==> src/rtl/cordic_pkg.sv <==
// cordic_pkg: shared constants for the pipelined CORDIC engine
package cordic_pkg;
  localparam int ATAN_LUT [0:14] = '{4500, 2657, 1404, 713, 358, 179, 90, 45, 22, 11, 6, 3, 1, 1, 0};
  localparam int K_Q15 = 19898;
  localparam int ANG_90 = 9000;
  localparam int ANG_180 = 18000;
  localparam logic MODE_ROT = 1'b0;
  localparam logic MODE_VEC = 1'b1;
endpackage

==> src/rtl/cordic_stage.sv <==
// cordic_stage: one registered CORDIC micro-rotation carrying valid, mode and tag
module cordic_stage
  import cordic_pkg::*;
#(
  parameter int XW = 18,
  parameter int ZW = 17,
  parameter int TW = 5,
  parameter int SHIFT = 0,
  parameter int ATAN = 4500
) (
  input  logic                 clk,
  input  logic                 rst,
  input  logic                 en,
  input  logic                 in_valid,
  input  logic                 in_mode,
  input  logic [TW-1:0]        in_tag,
  input  logic signed [XW-1:0] in_x,
  input  logic signed [XW-1:0] in_y,
  input  logic signed [ZW-1:0] in_z,
  output logic                 out_valid,
  output logic                 out_mode,
  output logic [TW-1:0]        out_tag,
  output logic signed [XW-1:0] out_x,
  output logic signed [XW-1:0] out_y,
  output logic signed [ZW-1:0] out_z
);
  localparam logic signed [ZW-1:0] A = ZW'(ATAN);
  logic up;
  logic signed [XW-1:0] xs, ys;
  assign up = (in_mode == MODE_VEC) ? in_y[XW-1] : !in_z[ZW-1];
  assign xs = in_x >>> SHIFT;
  assign ys = in_y >>> SHIFT;
  always_ff @(posedge clk or negedge rst)
    if (!rst) begin
      out_valid <= 1'b0;
      out_mode  <= 1'b0;
      out_tag   <= '0;
      out_x     <= '0;
      out_y     <= '0;
      out_z     <= '0;
    end else if (en) begin
      out_valid <= in_valid;
      out_mode  <= in_mode;
      out_tag   <= in_tag;
      out_x     <= up ? in_x - ys : in_x + ys;
      out_y     <= up ? in_y + xs : in_y - xs;
      out_z     <= up ? in_z - A : in_z + A;
    end
endmodule

==> src/rtl/cordic_pipe_engine.sv <==
// cordic_pipe_engine: global-stall CORDIC pipeline, rotation or vectoring per sample
module cordic_pipe_engine
  import cordic_pkg::*;
#(
  parameter int WIDTH = 16,
  parameter int ANG_W = 16,
  parameter int ITER = 14,
  parameter int GAIN_COMP = 1,
  parameter int TAG_W = 4
) (
  input  logic                    clk,
  input  logic                    rst,
  input  logic                    in_valid,
  output logic                    in_ready,
  input  logic                    in_mode,
  input  logic signed [WIDTH-1:0] in_x,
  input  logic signed [WIDTH-1:0] in_y,
  input  logic signed [ANG_W-1:0] in_z,
  input  logic [TAG_W-1:0]        in_tag,
  output logic                    out_valid,
  input  logic                    out_ready,
  output logic signed [WIDTH-1:0] out_x,
  output logic signed [WIDTH-1:0] out_y,
  output logic signed [ANG_W-1:0] out_z,
  output logic [TAG_W-1:0]        out_tag
);
  localparam int XW = WIDTH + 2;
  localparam int ZW = ANG_W + 1;
  localparam int TW = TAG_W + 1;
  localparam int PW = XW + 16;
  localparam logic signed [ZW-1:0] Z90 = ZW'(ANG_90);
  localparam logic signed [ZW-1:0] Z180 = ZW'(ANG_180);
  localparam logic signed [ZW-1:0] ZMAX = ZW'((1 << (ANG_W - 1)) - 1);
  localparam logic signed [ZW-1:0] ZMIN = -ZMAX - ZW'(1);
  localparam logic signed [PW-1:0] KQ = PW'(K_Q15);
  localparam logic signed [PW-1:0] RND = PW'(1 << 14);
  localparam logic signed [PW-1:0] XMAX = PW'((1 << (WIDTH - 1)) - 1);
  localparam logic signed [PW-1:0] XMIN = -XMAX - PW'(1);
  logic adv, neg, zero;
  logic signed [XW-1:0] xi, yi;
  logic signed [ZW-1:0] zi, z0;
  logic pv, pm;
  logic [TW-1:0] pt;
  logic signed [XW-1:0] px, py;
  logic signed [ZW-1:0] pz;
  logic v [0:ITER];
  logic m [0:ITER];
  logic [TW-1:0] t [0:ITER];
  logic signed [XW-1:0] x [0:ITER];
  logic signed [XW-1:0] y [0:ITER];
  logic signed [ZW-1:0] z [0:ITER];
  logic signed [PW-1:0] xe, ye, gx, gy;
  logic signed [ANG_W-1:0] zs;
  function automatic logic signed [WIDTH-1:0] sat(input logic signed [PW-1:0] a);
    return a > XMAX ? XMAX[WIDTH-1:0] : a < XMIN ? XMIN[WIDTH-1:0] : a[WIDTH-1:0];
  endfunction
  assign adv = !out_valid || out_ready;
  assign in_ready = adv;
  assign xi = {{2{in_x[WIDTH-1]}}, in_x};
  assign yi = {{2{in_y[WIDTH-1]}}, in_y};
  assign zi = {in_z[ANG_W-1], in_z};
  // vectoring x<0 folds into the right half-plane and seeds z with +/-180 by sign of y
  always_comb begin
    zero = (in_mode == MODE_VEC) && xi == '0 && yi == '0;
    neg = (in_mode == MODE_VEC) ? xi[XW-1] : (zi > Z90 || zi < -Z90);
    z0 = (in_mode == MODE_VEC) ? (!xi[XW-1] ? ZW'(0) : yi[XW-1] ? -Z180 : Z180)
       : (zi > Z90) ? zi - Z180 : (zi < -Z90) ? zi + Z180 : zi;
  end
  always_ff @(posedge clk or negedge rst)
    if (!rst) begin
      pv <= 1'b0;
      pm <= 1'b0;
      pt <= '0;
      px <= '0;
      py <= '0;
      pz <= '0;
    end else if (adv) begin
      pv <= in_valid;
      pm <= in_mode;
      pt <= {zero, in_tag};
      px <= neg ? -xi : xi;
      py <= neg ? -yi : yi;
      pz <= z0;
    end
  assign v[0] = pv;
  assign m[0] = pm;
  assign t[0] = pt;
  assign x[0] = px;
  assign y[0] = py;
  assign z[0] = pz;
  for (genvar g = 0; g < ITER; g++) begin : stg
    cordic_stage #(.XW(XW), .ZW(ZW), .TW(TW), .SHIFT(g), .ATAN(ATAN_LUT[g])) u_stage (
      .clk(clk), .rst(rst), .en(adv),
      .in_valid(v[g]), .in_mode(m[g]), .in_tag(t[g]), .in_x(x[g]), .in_y(y[g]), .in_z(z[g]),
      .out_valid(v[g+1]), .out_mode(m[g+1]), .out_tag(t[g+1]),
      .out_x(x[g+1]), .out_y(y[g+1]), .out_z(z[g+1])
    );
  end
  assign xe = {{16{x[ITER][XW-1]}}, x[ITER]};
  assign ye = {{16{y[ITER][XW-1]}}, y[ITER]};
  assign gx = (GAIN_COMP != 0) ? ((xe * KQ + RND) >>> 15) : xe;
  assign gy = (GAIN_COMP != 0) ? ((ye * KQ + RND) >>> 15) : ye;
  assign zs = z[ITER] > ZMAX ? ZMAX[ANG_W-1:0] : z[ITER] < ZMIN ? ZMIN[ANG_W-1:0] : z[ITER][ANG_W-1:0];
  // the spare tag bit marks a zero vector, whose angle would otherwise drift to the LUT sum
  always_ff @(posedge clk or negedge rst)
    if (!rst) begin
      out_valid <= 1'b0;
      out_tag   <= '0;
      out_x     <= '0;
      out_y     <= '0;
      out_z     <= '0;
    end else if (adv) begin
      out_valid <= v[ITER];
      out_tag   <= t[ITER][TAG_W-1:0];
      out_x     <= sat(gx);
      out_y     <= sat(gy);
      out_z     <= (m[ITER] == MODE_VEC && t[ITER][TAG_W]) ? '0 : zs;
    end
endmodule

==> config.mk <==
export PLATFORM = sky130hd
export DESIGN_NAME = cordic_pipe_engine
export DESIGN_NICKNAME = d
export VERILOG_FILES = /design/src/rtl/cordic_pkg.sv /design/src/rtl/cordic_stage.sv /design/src/rtl/cordic_pipe_engine.sv
export SDC_FILE = /design/constraint.sdc
export NUM_CORES = 2
export LEC_CHECK = 0
export CAP_MARGIN = 0
export CORE_MARGIN = 2
export CORE_UTILIZATION = 60
export CTS_CLUSTER_DIAMETER = 30
export DETAILED_ROUTE_END_ITERATION = 8
export PLACE_DENSITY = 0.75
export SYNTH_ARGS = -nofsm -noshare
export SYNTH_HDL_FRONTEND = slang
export SYNTH_SLANG_ARGS = --single-unit
export TNS_END_PERCENT = 5
==> constraint.sdc <==
create_clock -name clk -period 9.6 [get_ports clk]
set_input_delay 1.44 -clock clk [delete_from_list [all_inputs] [get_ports clk]]
set_output_delay 1.44 -clock clk [all_outputs]
set_load 0.1 [all_outputs]
==> flow_metrics.tcl <==
set metrics [dict create \
    track_usage 0.3049 \
    routed_via_density 5.838 \
    synth_compound_area_frac 0.1805 \
    grt_pass1_vias 69550 \
    io-pin-count 111 \
    synth_simple_gate_area_frac 0.1658 \
    period_needed_ps 8008 \
    outcome "completed" \
    rrSetupSlack_ps 1590 \
    syn_nets 11240 \
    post-cts-setup-buffers 0 \
    gp_congestion 0.9200 \
    wire_per_inst_um 17.96 \
    fmax_mhz 124.9 \
    io_buffers 110 \
    grt-busiest-layer "met2" \
    r2r_cells 23 \
    slew_headroom 0.1934 \
    mappedNetlistArea_mm2 0.08308 \
    antenna_found_initial 0 \
    htreeDepth 4 \
    final_cell_mix "nand2_1, nor2_1, ha_1, a21oi_1, dfrtp_1" \
    die_x_um 376.1 \
    ys_seq_area_frac 0.2868 \
    numClockSinks 952 \
    synth_top_family_by_area "adder cells" \
    grt_overflow 0 \
    use_met1 0.4042 \
    synth_edf_count 0 \
    cts_tree "done" \
    ant_nets 0 \
    fp-row-count 136 \
    vias 70110 \
    drt-total-wl_mm 215.7 \
    cts_resized 0 \
    fin_skew_ps 36.92 \
    dpl.hpwl_mm 162.9 \
    synth_adder_area_share 0.2144 \
    clk_latency_ps 840 \
    max-cap-violations 0 \
    final_util 0.6866 \
    final.setup.tns_ps 0 \
    grt_util_met3 0.03961 \
    synth_mux_area_frac 0.005572 \
    r2r_end "out_x[14]" \
    crit_path_start_kind "flip-flop" \
    die_area_mm2 0.1415 \
    rsz0062_at_grt "false" \
    path_class "flip-flop to flip-flop" \
    fill_cells 11020 \
    final_max_slew_viol_count 0 \
    synth_ff_type "dfrtp_1" \
    dr.first_iter.drc_count 4184 \
    grt_pass1_wl_mm 354.4 \
    synth_cells 9928 \
    initial_utilization 0.6042 \
    grt_max_degree 224 \
    tightest_slew_ps 1206 \
    drive_above_1_share 0.05610 \
    crit_arrival_ps 8710 \
    final_common_cell "nand2_1" \
    hold_viol_final 0 \
    yosys_warnings 0 \
    period_share 0.8342 \
    timing.rr.start "stg[13].u_stage.out_x[17]" \
    clock-root-buffer "clkbuf_16" \
    grt.met2_usage 0.5220 \
    clockBufferDepth 3 \
    hp-start "stg[4].u_stage.out_tag[2]" \
    drcViolationCount 0 \
    whs_path_depth 2 \
    area_delta_synth_final_pct 13.64 \
    clkTransAtPathRegs_ps 50 \
    crit_path_max_fanout 19 \
    synth_cell_type_count 96 \
    cts_made_buffers 232 \
    synth_xor_area_frac 0.09485 \
    syn_area_per_cell_um2 8.368 \
    setup.worst_path.end_class "flip-flop" \
    die-height_um 376.1 \
    firstDrtPassIters 6 \
    ys_async_sr_fraction 1.000 \
    hold_path_class "flip-flop to flip-flop" \
    required_ps 10300 \
    worst_hold_path.endpoint "stg[4].u_stage.out_tag[2]" \
    setup-violations-final 0 \
    cts-hold-fix-buffers 0 \
    final_nets 11320 \
    synth_seq_cells 952 \
    core_mm2 0.1375 \
]
-- layer usage --
| layer | up-vias | share of wire | routed length (um) |
|---|---|---|---|
| met4 | 0 | 0.025 | 5313 |
| met2 | 1568 | 0.48 | 104100 |
| li1 | 34370 | - | - |
| met3 | 351 | 0.045 | 9617 |
| met5 | - | 0 | 0 |
| met1 | 33820 | 0.45 | 96690 |
-- per-stage QoR --
stage	cells	setup slack, ps	instance area, um2	hold slack, ps
floorplan	9928	2503	83080	430.0
global placement	11570	1830	85730	446.9
detailed placement	11570	1597	85730	454.9
CTS	12010	1586	94400	466.0
global route	12010	1119	94400	484.8
finish	12010	1592	94410	463.1
-- area by class of cell --
cell class,instances,area [um2],share of cell area
timing repair buffer,157,1559,0.01651
clock inverter,172,2494,0.02641
tap,1794,2245,0.02378
inverter,828,3115,0.03300
clock buffer,268,6182,0.06549
multi-input combinational,7836,54990,0.5824
antenna,1,2.502,0.00002651
sequential,952,23820,0.2523
-- cell usage after synthesis, types with 139 or more instances --
cell,instances,area share
xor2_1,428,0.045
dfrtp_1,952,0.29
o21bai_1,139,0.013
ha_1,978,0.15
nand2_1,1264,0.057
fa_1,278,0.067
a21oi_1,982,0.059
xnor2_1,468,0.049
nor3_1,276,0.017
inv_1,822,0.037
nor2_1,1031,0.047
clkbuf_1,275,0.012
o21ai_0,567,0.034
-- logic make-up (layout without fill, tap and decap cells) --
family                   Yosys count  in the layout
buffers and inverters           1140           1425
XOR/XNOR                         898            898
flip-flops                       952            952
AO/OA/AOI/OAI                   2476           2476
AND/OR/NAND/NOR                 3160           3160
adder cells (fa/ha/maj)         1257           1257
multiplexers                      45             45
other                              0              1
-- state kept, by name (all words and copies together), names as in the netlist --
name and flops:
out_valid 1, py 18, stg.u_stage.out_z 238, stg.u_stage.out_y 252, pv 1, pz 17
px 18, stg.u_stage.out_x 251, pm 1, out_z 16, out_y 16, out_x 16
pt 5, stg.u_stage.out_valid 14, stg.u_stage.out_mode 14, stg.u_stage.out_tag 70, out_tag 4
-- worst max-delay path by stage --
stage	start	end	slack (ps)	cells past startpoint
after floorplan	stg[13].u_stage.out_y[17]	out_y[13]	2500	24
after global placement	stg[13].u_stage.out_x[17]	out_x[14]	1830	23
after detailed placement	stg[13].u_stage.out_x[17]	out_x[14]	1600	23
after CTS	stg[13].u_stage.out_x[17]	out_x[14]	1590	23
after global routing	stg[13].u_stage.out_x[17]	out_x[14]	1120	23
final	stg[13].u_stage.out_x[17]	out_x[14]	1590	23
-- worst max-delay path: stages (launching register included) --
cell and delay [ps]:
dfrtp_1 900, ha_1 370, inv_1 80, fa_1 400, inv_1 80, fa_1 430, fa_1 470, fa_1 540
inv_1 50, fa_1 530, inv_1 40, ha_1 500, nand2_1 80, o21ai_0 540, a21oi_1 190, and3_1 200
xnor2_1 250, nand4_1 260, nor4b_4 450, nand4_1 170, o41ai_2 280, xnor2_1 360, a21oi_2 320, a221o_1 390
Power is left out: the tool's default activity adds up to more than one toggle a clock period on the data nets, which glitch-free logic cannot reach.
